## config.mk

```make
export PLATFORM = sky130hd
export DESIGN_NAME = arc4_ksa_flat
export DESIGN_NICKNAME = d
export VERILOG_FILES = /design/src/rtl/arc4_pkg.sv /design/src/rtl/arc4_ksa_if.sv /design/src/rtl/arc4_ksa.sv /design/src/flat_wrapper.sv
export SDC_FILE = /design/constraint.sdc
export NUM_CORES = 1
export LEC_CHECK = 0
export ABC_CLOCK_PERIOD_IN_PS = 8440
export CAP_MARGIN = 40
export CORE_MARGIN = 10
export CORE_UTILIZATION = 55
export DETAILED_ROUTE_END_ITERATION = 10
export PLACE_DENSITY = 0.89
export SETUP_SLACK_MARGIN = 0.2
export SYNTH_ARGS = -nofsm -noshare
export SYNTH_HDL_FRONTEND = slang
export SYNTH_SLANG_ARGS = --single-unit
export TNS_END_PERCENT = 1
```

## constraint.sdc

```tcl
create_clock -name clk -period 8.44 [get_ports clk]
set_clock_uncertainty 0.05 [all_clocks]
set_input_delay 1.688 -clock clk [delete_from_list [all_inputs] [get_ports clk]]
set_output_delay 1.688 -clock clk [all_outputs]
set_load 0.02 [all_outputs]
```

## src/rtl/arc4_pkg.sv

```systemverilog
// arc4_pkg: shared types and constants for the ARC4 key-scheduling stage.
//   ksa_state_t  - key-schedule FSM states
//   S_MEM_DEPTH  - number of entries in the S memory
//   S_ADDR_W     - S-memory address width
//   ITER_CYCLES  - clocks spent on one full (read/read/write/write) iteration
package arc4_pkg;

   localparam int S_MEM_DEPTH = 256;
   localparam int S_ADDR_W    = 8;
   localparam int ITER_CYCLES = 6;

   typedef enum logic [2:0] {
      IDLE  = 3'd0,
      RD_SI = 3'd1,
      LD_SI = 3'd2,
      RD_SJ = 3'd3,
      LD_SJ = 3'd4,
      WR_SI = 3'd5,
      WR_SJ = 3'd6,
      DONE  = 3'd7
   } ksa_state_t;

endpackage

```

## src/rtl/arc4_ksa_if.sv

```systemverilog
// arc4_ksa_if: start handshake plus single-port S-memory bus of the
// key-scheduling stage.
//   en/rdy  - start request / idle-and-ready
//   key     - secret key, byte 0 in the most significant byte
//   addr    - S-memory address
//   rddata  - S-memory read data (one cycle after addr)
//   wrdata  - S-memory write data
//   wren    - S-memory write enable
// Modports: slave = the key-schedule engine, master = its environment.
interface arc4_ksa_if #(parameter int KEY_BYTES = 3);

   logic                            en;
   logic                            rdy;
   logic [8*KEY_BYTES-1:0]          key;
   logic [arc4_pkg::S_ADDR_W-1:0]   addr;
   logic [7:0]                      rddata;
   logic [7:0]                      wrdata;
   logic                            wren;

   modport master (output en, key, rddata, input rdy, addr, wrdata, wren);
   modport slave  (input en, key, rddata, output rdy, addr, wrdata, wren);

endinterface

```

## src/rtl/arc4_ksa.sv

```systemverilog
// arc4_ksa: ARC4 key schedule over an S memory that already holds the
// identity permutation. For i = 0..255: j += s[i] + key[i mod KEY_BYTES],
// then swap s[i] and s[j]. Every output is registered.
// Ports:
//   clk  - clock
//   rst  - synchronous, active-high reset
//   bus  - arc4_ksa_if.slave (en/rdy handshake, key, S-memory bus)
// Build option: ARC4_KSA_SKIP_SELF_SWAP_EN - when defined, an iteration whose
// new j equals i skips its read of s[j] and both writes (2 cycles, no write).
module arc4_ksa
   import arc4_pkg::*;
#(
   parameter int KEY_BYTES = 3
) (
   input  logic         clk,
   input  logic         rst,
   arc4_ksa_if.slave    bus
);

   localparam int KW = (KEY_BYTES > 1) ? $clog2(KEY_BYTES) : 1;

   ksa_state_t              state_r, state_s;
   logic [S_ADDR_W-1:0]     i_r, i_s, j_r, j_s, j_sum_s;
   logic [KW-1:0]           k_r, k_s, k_inc_s;
   logic [7:0]              si_r, si_s, sj_r, sj_s;
   logic [8*KEY_BYTES-1:0]  key_r, key_s;
   logic [S_ADDR_W-1:0]     addr_r, addr_s;
   logic [7:0]              wrdata_r, wrdata_s;
   logic                    wren_r, wren_s;
   logic                    rdy_r, rdy_s;
   logic [7:0]              key_bytes_s [KEY_BYTES];
   logic [7:0]              key_byte_s;

   // Split the latched key into bytes, byte 0 taken from the top of the word.
   always_comb begin
      for (int b = 0; b < KEY_BYTES; b++) begin
         key_bytes_s[b] = key_r[8*(KEY_BYTES-1-b) +: 8];
      end
      key_byte_s = key_bytes_s[k_r];
   end

   // Index arithmetic: new j and the wrapping key-byte counter.
   always_comb begin
      j_sum_s = j_r + bus.rddata + key_byte_s;
      if (k_r == KW'(KEY_BYTES - 1)) begin
         k_inc_s = {KW{1'b0}};
      end else begin
         k_inc_s = k_r + KW'(1);
      end
   end

   // Next-state and next-output logic; outputs are computed one cycle ahead
   // so that they are registered yet valid in the state they belong to.
   always_comb begin
      state_s  = state_r;
      i_s      = i_r;
      j_s      = j_r;
      k_s      = k_r;
      si_s     = si_r;
      sj_s     = sj_r;
      key_s    = key_r;
      addr_s   = addr_r;
      wrdata_s = wrdata_r;
      wren_s   = 1'b0;
      rdy_s    = 1'b0;
      case (state_r)
         IDLE, DONE: begin
            if (bus.en) begin
               key_s   = bus.key;
               i_s     = 8'd0;
               j_s     = 8'd0;
               k_s     = {KW{1'b0}};
               addr_s  = 8'd0;
               state_s = RD_SI;
            end else begin
               rdy_s   = 1'b1;
               state_s = IDLE;
            end
         end
         RD_SI: state_s = LD_SI;
         LD_SI: begin
            si_s = bus.rddata;
            j_s  = j_sum_s;
`ifdef ARC4_KSA_SKIP_SELF_SWAP_EN
            if (j_sum_s == i_r) begin
               // Swapping s[i] with itself is a no-op: advance directly.
               i_s = i_r + 8'd1;
               k_s = k_inc_s;
               if (i_r == 8'd255) begin
                  rdy_s   = 1'b1;
                  state_s = DONE;
               end else begin
                  addr_s  = i_r + 8'd1;
                  state_s = RD_SI;
               end
            end else begin
               addr_s  = j_sum_s;
               state_s = RD_SJ;
            end
`else
            addr_s  = j_sum_s;
            state_s = RD_SJ;
`endif
         end
         RD_SJ: state_s = LD_SJ;
         LD_SJ: begin
            // s[j] goes straight to the write-data register for s[i].
            sj_s     = bus.rddata;
            addr_s   = i_r;
            wrdata_s = bus.rddata;
            wren_s   = 1'b1;
            state_s  = WR_SI;
         end
         WR_SI: begin
            addr_s   = j_r;
            wrdata_s = si_r;
            wren_s   = 1'b1;
            state_s  = WR_SJ;
         end
         WR_SJ: begin
            i_s = i_r + 8'd1;
            k_s = k_inc_s;
            if (i_r == 8'd255) begin
               rdy_s   = 1'b1;
               state_s = DONE;
            end else begin
               addr_s  = i_r + 8'd1;
               state_s = RD_SI;
            end
         end
         default: begin
            rdy_s   = 1'b1;
            state_s = IDLE;
         end
      endcase
   end

   // State, datapath and output registers with synchronous reset.
   always_ff @(posedge clk) begin
      if (rst) begin
         state_r  <= IDLE;
         i_r      <= 8'd0;
         j_r      <= 8'd0;
         k_r      <= {KW{1'b0}};
         si_r     <= 8'd0;
         sj_r     <= 8'd0;
         key_r    <= {(8*KEY_BYTES){1'b0}};
         addr_r   <= 8'd0;
         wrdata_r <= 8'd0;
         wren_r   <= 1'b0;
         rdy_r    <= 1'b1;
      end else begin
         state_r  <= state_s;
         i_r      <= i_s;
         j_r      <= j_s;
         k_r      <= k_s;
         si_r     <= si_s;
         sj_r     <= sj_s;
         key_r    <= key_s;
         addr_r   <= addr_s;
         wrdata_r <= wrdata_s;
         wren_r   <= wren_s;
         rdy_r    <= rdy_s;
      end
   end

   assign bus.addr   = addr_r;
   assign bus.wrdata = wrdata_r;
   assign bus.wren   = wren_r;
   assign bus.rdy    = rdy_r;

endmodule
```

## src/flat_wrapper.sv

```systemverilog
// flat-port wrapper written by rule: the top's interface ports become plain ports
module arc4_ksa_flat import arc4_pkg::*;
#(
   parameter int KEY_BYTES = 3
)
  (clk, rst, bus_en, bus_key, bus_rddata, bus_rdy, bus_addr, bus_wrdata, bus_wren);
  arc4_ksa_if #(.KEY_BYTES(KEY_BYTES)) bus_i ();
  input  logic clk;
  input  logic rst;
  input wire logic [$bits(bus_i.en)-1:0] bus_en;
  input wire logic [$bits(bus_i.key)-1:0] bus_key;
  input wire logic [$bits(bus_i.rddata)-1:0] bus_rddata;
  output wire logic [$bits(bus_i.rdy)-1:0] bus_rdy;
  output wire logic [$bits(bus_i.addr)-1:0] bus_addr;
  output wire logic [$bits(bus_i.wrdata)-1:0] bus_wrdata;
  output wire logic [$bits(bus_i.wren)-1:0] bus_wren;
  assign bus_i.en = bus_en;
  assign bus_i.key = bus_key;
  assign bus_i.rddata = bus_rddata;
  assign bus_rdy = bus_i.rdy;
  assign bus_addr = bus_i.addr;
  assign bus_wrdata = bus_i.wrdata;
  assign bus_wren = bus_i.wren;
  arc4_ksa #(.KEY_BYTES(KEY_BYTES)) u_core (.clk(clk), .rst(rst), .bus(bus_i));
endmodule
```

Word level (Yosys, flattened, before mapping) --
Cells that the tools add are included.
Storage, ports and cells: register bits after elaboration 71, input bits 35, output and inout bits 18, word-level logic and storage cells 57
Operators by class: $add $sub $neg 4, $lt $le $gt $ge 1, equal/unequal tests 11, mux-type cells 19, bitwise operators 1, reductions and logical operators 11
Operators with widths (count):
- $pmux W8 S2 | 3
- $pmux W8 S5 | 1
- $mux W8 | 4
- $pmux W3 S7 | 1
- $add A8 B8 Y8 | 2
- $bmux W8 S2 | 1
- $eq A3 B3 Y1 const B | 4
- $add A8 B1 Y8 const B | 1
- $eq A8 B8 Y1 const B | 1
- $eq A3 B2 Y1 const B | 2
- $reduce_and A2 Y1 | 3
- $reduce_bool A2 Y1 | 3
- $reduce_bool A5 Y1 | 1
- $mux W1 | 4
- $mux W2 | 2
- $ne A2 B2 Y1 const B | 2
- $pmux W2 S2 | 1
- $reduce_or A2 Y1 | 2
- $eq A3 B1 Y1 const B | 1
- $ge A3 B3 Y1 const B | 1
- $logic_not A3 Y1 | 1
- $mux W3 | 1
- $not A2 Y3 | 1
- $reduce_and A3 Y1 | 1
- other kinds (3) | 3

Depth between registers and ports, before layout --
Gate-level depths: netlist of run 1.
depth in word-level cells 6, mapped depth 13, gate-level depth less buffers 12

Worst setup path before layout of run 1 --
No wires, ideal clock.
path type input to register, from in bus_rddata[1], to reg u_core.addr_r[7], in the netlist u_core.bus.addr[7], library setup time 0.132 ns, arrival time 3.504 ns, data required time 8.258 ns, setup slack 4.754 ns, cell stages on the path 9, buffers on the path 0, cell sequence fa_1 -> ha_1 -> inv_1 -> fa_1 -> nor2b_1 -> o31ai_1 -> and3_2 -> mux2i_1 -> a311oi_1
On the way: longest elaborated chain between the ends 3
Ends and longest elaborated chain:
- from (decl) | line flat_wrapper.sv:12 | input wire logic [$bits(bus_i.rddata)-1:0] bus_rddata;
- $add A8 B8 Y8 (2 in series) | line arc4_ksa.sv:44 | j_sum_s = j_r + bus.rddata + key_byte_s;
- $pmux W8 S5 | line arc4_ksa.sv:66 | case (state_r)
- to (signal assigned) | line arc4_ksa.sv:160 | addr_r <= addr_s;
- to (decl) | line arc4_ksa.sv:27 | logic [S_ADDR_W-1:0] addr_r, addr_s;
Every way passes these cells. A chain may end at the register's enable or synchronous reset.

Final worst setup path of run 1 --
Same ends and word-level chain as after synthesis.

==> impl_metrics.env, run 1 <==
export IMPL_worst_setup_path_type="in2reg"
export IMPL_area_delta_synth_final_pct=17.2
export IMPL_setup_viol_count_final=0
export IMPL_layout_drive_gt1_share_pct=7.17
export IMPL_min_period_ns=3.98
export IMPL_synth_area_leaders="dfxtp_1 38%, nand2_1 9.8%, a21oi_1 8.0%"
export IMPL_design_area_um2=4380
export IMPL_synth_async_reset_ratio_pct=0
export IMPL_hpwl_um=6160
export IMPL_critical_path_required_ns=8.60
export IMPL_synth_edff_count=0
export IMPL_syn_area_um2=3740
export IMPL_cts_buffer_depth=2
export IMPL_post_drt_wl_per_cell_um=15.5
export IMPL_syn_num_nets=501
export IMPL_ys_ff_latch=71
export IMPL_arrival_ns=4.14
export IMPL_cp_end_kind="flip-flop"
export IMPL_post_dp_cell_area_um2=4150
export IMPL_crit_path_start_kind="input port"
export IMPL_start_util_pct=57.9
export IMPL_hold_viol_final=0
export IMPL_clock_fmax_mhz=251
export IMPL_fin_tns_setup_ns=0
export IMPL_p_per_area_nw_per_um2=187
export IMPL_routed_via_density=5.70
export IMPL_ir_worst_vdd_uv=98.9
export IMPL_synthFlopType="dfxtp_1"
export IMPL_maxCapViolCount=0
export IMPL_vias=3221
export IMPL_synthCells=451
export IMPL_placementRows=29
export IMPL_die_area_um2=10500
export IMPL_die_h_um=102
export IMPL_core_area_um2=6460
export IMPL_io_buffers=52
export IMPL_p_leak_uw=0.00160
export IMPL_yosysWarnings=0
export IMPL_yosysTopAreaCell="dfxtp_1"
export IMPL_avgSynthCellArea_um2=8.29
export IMPL_antenna_left=0
export IMPL_synth_top_area_share_pct=38.0
export IMPL_synth_distinct_cells=59
export IMPL_drt_total_wl_um=8730
export IMPL_rsz0062_at_grt="no"
export IMPL_clk_latency_ns=0.35
export IMPL_cts_htree_levels=3
export IMPL_clockRootBuffer="clkbuf_8"
export IMPL_synth_common_cells="98 x nand2_1, 71 x dfxtp_1, 60 x a21oi_1"
export IMPL_grt_pass1_wl_um=14300
export IMPL_clkTransAtPathRegs_ns=0.08
export IMPL_worstPathMaxFanout=3
export IMPL_antenna_found_initial=0
export IMPL_dr_pass1_iters=5
export IMPL_grt_max_degree=72
export IMPL_min_path_cells=2
export IMPL_cts_tree="done"
export IMPL_synth_most_common_cell="nand2_1"
export IMPL_gr_usage_all_layers_pct=16.9
export IMPL_ioPinCount=53
export IMPL_drt_initial_drc_count=214
export IMPL_drv_slew=0
export IMPL_status="completed"
export IMPL_cts_resized=0
export IMPL_gr_total_overflow=0
export IMPL_gp_congestion=0.897
export IMPL_clock_sinks=71
export IMPL_reg2reg_depth=12
export IMPL_grt_pass1_vias=2983
export IMPL_drc=0
export IMPL_nets=533
export IMPL_period_share_pct=47.1
export IMPL_cts_setup_buffers=0
export IMPL_ys_seq_area_share_pct=38.0
export IMPL_worst_pin_slew_ns=0.871
export IMPL_antennaDiodeCount=0
export IMPL_slew_limit_headroom_pct=41.8
export IMPL_cts_hold_buffers=0
export IMPL_die_w_um=102
export IMPL_cts_made_buffers=9
export IMPL_hp_class="reg2reg"
-- registers in the layout (all words and copies together), names as in the netlist --
name / cells
u_core.bus.wrdata: 8
u_core.k_r: 2
u_core.j_r: 8
u_core.bus.rdy: 1
u_core.si_r: 8
u_core.bus.wren: 1
u_core.bus.addr: 8
u_core.key_bytes_s: 24
u_core.i_r: 8
u_core.state_r: 3
-- power by group --
group,internal (uW),switching (uW)
Sequential,352,14.4
Clock,176,135
Combinational,63.4,80.3
-- routing by layer --
metal  GRT usage [%]  routed length (um)  vias up  part of all wire [%]
met4            5.86                 112        0                   1.3
met2            26.8                4120       97                    47
met3            4.66                 542       12                   6.2
met1            21.5                3950     1486                    45
met5               0                   0        -                     0
li1                -                   -     1626                     -
-- through the flow --
| step | cells | util, % | hold WS, ns | worst slack (ns) | power, uW |
|---|---|---|---|---|---|
| 3_5_place_dp | 549 | 64.3 | 0.398 | 4.10 | 516 |
| 3_3_place_gp | 548 | 64.2 | 0.390 | 4.14 | 511 |
| 4_1_cts | 565 | 67.8 | 0.408 | 4.48 | 824 |
| 5_1_grt | 565 | 67.8 | 0.424 | 4.31 | 856 |
| 6_report | 565 | 67.8 | 0.406 | 4.46 | 821 |
| 2_1_floorplan | 451 | - | 0.386 | 4.75 | 472 |
-- layout by cell type, fill, tap and decap left out, types with 7 or more instances in the layout --
cell,count
nand2_1,98
dfxtp_1,71
a21oi_1,60
clkdlybuf4s50_1,51
nor2_1,36
mux2i_1,20
o21ai_0,19
clkbuf_8,10
nand3_1,9
a211oi_1,9
fa_1,8
ha_1,7
-- worst max-delay path: stages --
cell	delay, ns
clkdlybuf4s50_1	0.47
fa_1	0.56
ha_1	0.19
inv_1	0.06
fa_1	0.37
nor2b_1	0.21
o31ai_1	0.11
and3_2	0.20
mux2i_1	0.18
a311oi_1	0.11
-- logic make-up (layout without fill, tap and decap cells) --
kind of cell    Yosys count  count (layout)  share of synthesized area, %
simple gates            178             178                          21.5
fa+ha+maj                15              15                          6.63
buf+inv                  38              75                          6.33
compound gates          119             119                          19.8
flops                    71              71                          38.0
mux                      20              20                          5.35
xor+xnor                 10              10                          2.34
-- layout make-up --
class | instances | area (um2)
Clock buffer | 10 | 138
Clock inverter | 6 | 92.6
Fill cell | 527 | 2080
Inverter | 4 | 15.0
Multi-Input combinational cell | 342 | 2080
Sequential cell | 71 | 1420
Tap cell | 77 | 96.3
Timing Repair Buffer | 55 | 538
-- path summary, 6_finish.rpt --
check / start / slack (ns) / end
worst min register to register: u_core.key_bytes_s[12]$_SDFFE_PP0P_ / 0.41 / u_core.key_bytes_s[12]$_SDFFE_PP0P_
worst max register to register: u_core.k_r[0]$_SDFFE_PP0P_ / 5.13 / u_core.bus.addr[7]$_SDFFE_PP0P_
worst max-delay path: bus_rddata[1] / 4.46 / u_core.bus.addr[7]$_SDFFE_PP0P_
worst min-delay path: u_core.key_bytes_s[12]$_SDFFE_PP0P_ / 0.41 / u_core.key_bytes_s[12]$_SDFFE_PP0P_
Power figures use the tool's default switching activity.
==> run 2, diff against run 1 <==
Settings changed: ABC_CLOCK_PERIOD_IN_PS 8440 to 3450, CORE_UTILIZATION 55 to 49, PLACE_DENSITY 0.89 to 0.85.
Clock period 8.44 ns to 3.45 ns, I/O delays scaled along.
==> run 2 against run 1 <==
Worst hold slack better by 0.0011 ns; worst setup slack worse by 4.1 ns; non-clock buffer count up 7; critical path depth up 2; clock-buffer cell count down 1; clock power up 84%; sequential power up 150%; utilization down 7.9 points; flip-flop and latch count unchanged; routed wire length up 4.9%; first-iteration DRC count down 14%; global-route usage down 0.79 points.
==> impl_metrics.env, run 2 (same netlist as run 1, synthesis figures left out) <==
export IMPL_cts_made_buffers=9
export IMPL_clockRootBuffer="clkbuf_8"
export IMPL_worst_pin_slew_ns=0.904
export IMPL_setup_viol_count_final=0
export IMPL_grt_max_degree=51
export IMPL_antennaDiodeCount=0
export IMPL_clkTransAtPathRegs_ns=0.08
export IMPL_min_period_ns=3.11
export IMPL_stdcell_count=593
export IMPL_worstPathMaxFanout=5
export IMPL_slew_limit_headroom_pct=39.7
export IMPL_hpwl_um=6680
export IMPL_cts_buffer_depth=2
export IMPL_ioPinCount=53
export IMPL_hp_class="reg2reg"
export IMPL_area_delta_synth_final_pct=17.6
export IMPL_dr_pass1_iters=5
export IMPL_cts_htree_levels=3
export IMPL_nets=540
export IMPL_pre_cts_ws_ns=0.0431
export IMPL_fin_tns_setup_ns=0
export IMPL_worst_setup_path_type="reg2reg"
export IMPL_crit_path_start_kind="flip-flop"
export IMPL_layout_drive_gt1_share_pct=8.50
export IMPL_ir_worst_vdd_uv=173
export IMPL_clk_latency_ns=0.36
export IMPL_setup_slack_ns=0.342
export IMPL_die_area_um2=11500
export IMPL_fill_cells=623
export IMPL_antenna_left=0
export IMPL_dp_cells=578
export IMPL_drt_total_wl_um=9160
export IMPL_cts_tree="done"
export IMPL_most_common_layout_cells="98 x nand2_1, 71 x dfxtp_1, 60 x a21oi_1"
export IMPL_drt_initial_drc_count=184
export IMPL_cts_setup_buffers=0
export IMPL_rsz0062_at_grt="no"
export IMPL_cp_end_kind="flip-flop"
export IMPL_drc=0
export IMPL_gp_congestion=0.931
export IMPL_hold_viol_final=0
export IMPL_drv_slew=0
export IMPL_critical_path_required_ns=3.60
export IMPL_maxCapViolCount=0
export IMPL_io_buffers=52
export IMPL_largest_reg_flops=24
export IMPL_p_per_area_nw_per_um2=416
export IMPL_gr_usage_all_layers_pct=16.1
export IMPL_clock_fmax_mhz=322
export IMPL_start_util_pct=51.0
export IMPL_antenna_found_initial=0
export IMPL_gr_total_overflow=0
export IMPL_grt_pass1_wl_um=15200
export IMPL_placementRows=31
export IMPL_routed_via_density=5.50
export IMPL_final_common_cell="nand2_1"
export IMPL_post_drt_wl_per_cell_um=15.4
export IMPL_die_w_um=107
export IMPL_arrival_ns=3.25
export IMPL_grt_pass1_vias=3266
export IMPL_die_h_um=107
export IMPL_p_leak_uw=0.00161
export IMPL_period_share_pct=90.1
export IMPL_status="completed"
export IMPL_core_area_um2=7330
export IMPL_clock_sinks=71
export IMPL_vias=3263
run 2: final cells by class:
cell class / instances / area [um2] / share of cell area, %
Tap cell: 99 / 124 / 2.82
Inverter: 4 / 15.0 / 0.341
Sequential cell: 71 / 1420 / 32.3
Multi-Input combinational cell: 342 / 2080 / 47.4
Clock buffer: 9 / 124 / 2.82
Timing Repair Buffer: 62 / 591 / 13.4
Clock inverter: 6 / 38.8 / 0.882
run 2: power by group:
| part | leakage (uW) | internal, uW | switching, uW |
|---|---|---|---|
| clock | 0.0000809 | 253 | 317 |
| combinational | 0.000948 | 159 | 197 |
| sequential | 0.000578 | 862 | 38.4 |
| total | 0.00161 | 1270 | 552 |
run 2: critical path, cell delays in order, from the launching register on:
cell,delay [ns]
dfxtp_1,0.37
buf_4,0.18
mux2i_1,0.24
o21ai_1,0.14
fa_1,0.50
ha_1,0.21
inv_1,0.07
fa_1,0.40
nor2b_2,0.18
o31ai_1,0.10
and3_2,0.20
mux2i_1,0.20
a311oi_1,0.12
run 2: metrics by stage:
step           area [um2]  total power (uW)  util, %  hold slack [ns]
2_1_floorplan        3740              1160        -            0.386
3_3_place_gp         4230              1260     57.7            0.391
3_5_place_dp         4230              1270     57.7            0.397
4_1_cts              4390              1840     59.9            0.407
5_1_grt              4400              1920     60.0            0.430
6_report             4400              1830     60.0            0.407
run 2: path summary, 6_finish.rpt:
check                                                    startpoint                                  end  cells after the start  slack [ns]
worst min register to register  u_core.key_bytes_s[17]$_SDFFE_PP0P_  u_core.key_bytes_s[17]$_SDFFE_PP0P_                      2        0.41
worst max-delay path                     u_core.k_r[0]$_SDFFE_PP0P_      u_core.bus.addr[7]$_SDFFE_PP0P_                     12        0.34
worst max register to register           u_core.k_r[0]$_SDFFE_PP0P_      u_core.bus.addr[7]$_SDFFE_PP0P_                     12        0.34
worst min-delay path            u_core.key_bytes_s[17]$_SDFFE_PP0P_  u_core.key_bytes_s[17]$_SDFFE_PP0P_                      2        0.41
run 2: metal layers:
metal,track usage [%],up-vias,wire length (um)
li1,-,1624,-
met1,19.5,1512,4100
met2,26.1,107,4270
met3,4.43,20,551
met4,6.97,0,230
met5,0,-,0
run 2: repair_timing:
item / in CTS / in global routing
gates resized for setup: 0 / 2
hold buffers: 0 / 0
setup endpoints to repair: 0 / 3
==> run 3, diff against run 2 <==
Settings changed: CORE_ASPECT_RATIO set to 0.75, GPL_ROUTABILITY_DRIVEN set to 0, SKIP_CTS_REPAIR_TIMING set to 1.
==> run 3 against run 2 <==
Utilization up 0.57 points; critical path depth is 2 lower; sequential power is essentially flat; register-to-register slack better by 0.04 ns; fmax up 0.93%; total power is 13% higher; combinational power up 3%; critical endpoint unchanged.
==> impl_metrics.env, run 3 (same netlist as run 1, synthesis figures left out) <==
export IMPL_status="completed"
export IMPL_clock_sinks=71
export IMPL_final_common_cell="nand2_1"
export IMPL_drv_slew=0
export IMPL_min_period_ns=3.08
export IMPL_crit_chain="clkdlybuf4s50_1 > fa_1 > ha_1 > inv_1 > fa_1 > nor2b_1 > o31ai_1 > and3_2 > mux2i_1 > a311oi_1"
export IMPL_ioPinCount=53
export IMPL_worst_pin_slew_ns=0.738
export IMPL_arrival_ns=3.22
export IMPL_reg2reg_depth=10
export IMPL_vias=3397
export IMPL_worst_path_max_delay_cell="fa_1"
export IMPL_drt_total_wl_um=9590
export IMPL_grt_max_degree=72
export IMPL_worstPathMaxFanout=3
export IMPL_clkTransAtPathRegs_ns=0.08
export IMPL_worst_setup_path_type="in2reg"
export IMPL_gr_total_overflow=0
export IMPL_design_area_um2=4480
export IMPL_grt_pass1_wl_um=15500
export IMPL_min_path_cells=2
export IMPL_crit_path_start_kind="input port"
export IMPL_core_area_um2=7400
export IMPL_period_share_pct=89.3
export IMPL_cts_made_buffers=9
export IMPL_cts_buffer_depth=2
export IMPL_antenna_found_initial=0
export IMPL_start_util_pct=50.5
export IMPL_die_h_um=95.6
export IMPL_most_common_layout_cells="98 x nand2_1, 70 x dfxtp_1, 60 x a21oi_1"
export IMPL_ir_worst_vdd_uv=243
export IMPL_clockRootBuffer="clkbuf_8"
export IMPL_layout_drive_gt1_share_pct=8.48
export IMPL_cpMostUsedCell="fa_1"
export IMPL_slew_limit_headroom_pct=50.8
export IMPL_final_core_util_pct=60.5
export IMPL_die_w_um=121
export IMPL_gr_usage_all_layers_pct=16.4
export IMPL_antennaDiodeCount=0
export IMPL_placementRows=27
export IMPL_cts_tree="done"
export IMPL_critical_path_required_ns=3.60
export IMPL_maxCapViolCount=0
export IMPL_cp_end_kind="flip-flop"
export IMPL_p_leak_uw=0.00165
export IMPL_routed_via_density=5.70
export IMPL_drc=0
export IMPL_largest_reg_flops=24
export IMPL_area_delta_synth_final_pct=19.8
export IMPL_hp_class="reg2reg"
export IMPL_hpwl_um=6940
export IMPL_slowest_delay_ns=0.55
export IMPL_nets=540
export IMPL_antenna_left=0
export IMPL_p_per_area_nw_per_um2=461
export IMPL_hold_viol_final=0
export IMPL_grt_pass1_vias=3270
export IMPL_io_buffers=52
export IMPL_dr_pass1_iters=7
export IMPL_cts_htree_levels=3
export IMPL_die_area_um2=11600
export IMPL_post_dp_cell_area_um2=4240
export IMPL_clk_latency_ns=0.35
export IMPL_post_drt_wl_per_cell_um=16.1
export IMPL_drt_initial_drc_count=266
export IMPL_fill_cells=651
export IMPL_rsz0062_at_grt="no"
export IMPL_clock_fmax_mhz=325
export IMPL_setup_viol_count_final=0
export IMPL_fin_tns_setup_ns=0
-- run 3: layer usage --
metal	part of all wire [%]	vias to the layer above	global-route usage, %
met4	1.3	0	5.61
met5	0	-	0
met3	9.2	17	5.49
met1	45	1602	20.0
li1	-	1630	-
met2	45	148	26.5
-- run 3: cell type report --
cell class	count	area, um2	share of cell area, %
multi-input combinational	342	2080	46.5
clock inverter	6	109	2.43
clock buffer	10	128	2.85
sequential	71	1420	31.8
inverter	4	15.0	0.335
tap	101	126	2.82
timing repair buffer	62	598	13.4
-- run 3: critical path: cells and delay by family --
| family | cells | cell delay [ns] |
|---|---|---|
| AO/OA/AOI/OAI | 2 | 0.23 |
| buffers and inverters | 2 | 0.53 |
| multiplexers | 1 | 0.20 |
| adder cells (fa/ha/maj) | 3 | 1.15 |
| AND/OR/NAND/NOR | 2 | 0.42 |
-- run 3: where the power goes --
part           leakage [uW]  internal, uW  switching, uW  total (uW)
Sequential         0.000578           862           38.2         901
Clock              0.000120           479            322         801
Combinational      0.000949           162            204         365
-- run 3: metrics by stage --
| stage | std cells | hold WS (ns) | total power (uW) | setup slack (ns) |
|---|---|---|---|---|
| after floorplan | 451 | 0.386 | 1160 | 0.441 |
| after global placement | 579 | 0.392 | 1260 | 0.126 |
| after detailed placement | 580 | 0.398 | 1280 | 0.0678 |
| after CTS | 596 | 0.408 | 2070 | 0.336 |
| after global routing | 596 | 0.424 | 2150 | 0.235 |
| final | 596 | 0.407 | 2070 | 0.371 |
-- run 3: worst paths after layout --
kind,end,startpoint,slack [ns]
worst min-delay path,u_core.key_bytes_s[4]$_SDFFE_PP0P_,u_core.key_bytes_s[4]$_SDFFE_PP0P_,0.41
worst max-delay path,u_core.bus.addr[7]$_SDFFE_PP0P_,bus_rddata[1],0.37
worst max register to register,u_core.bus.addr[6]$_SDFFE_PP0P_,u_core.k_r[0]$_SDFFE_PP0P_,0.38
worst min register to register,u_core.key_bytes_s[4]$_SDFFE_PP0P_,u_core.key_bytes_s[4]$_SDFFE_PP0P_,0.41
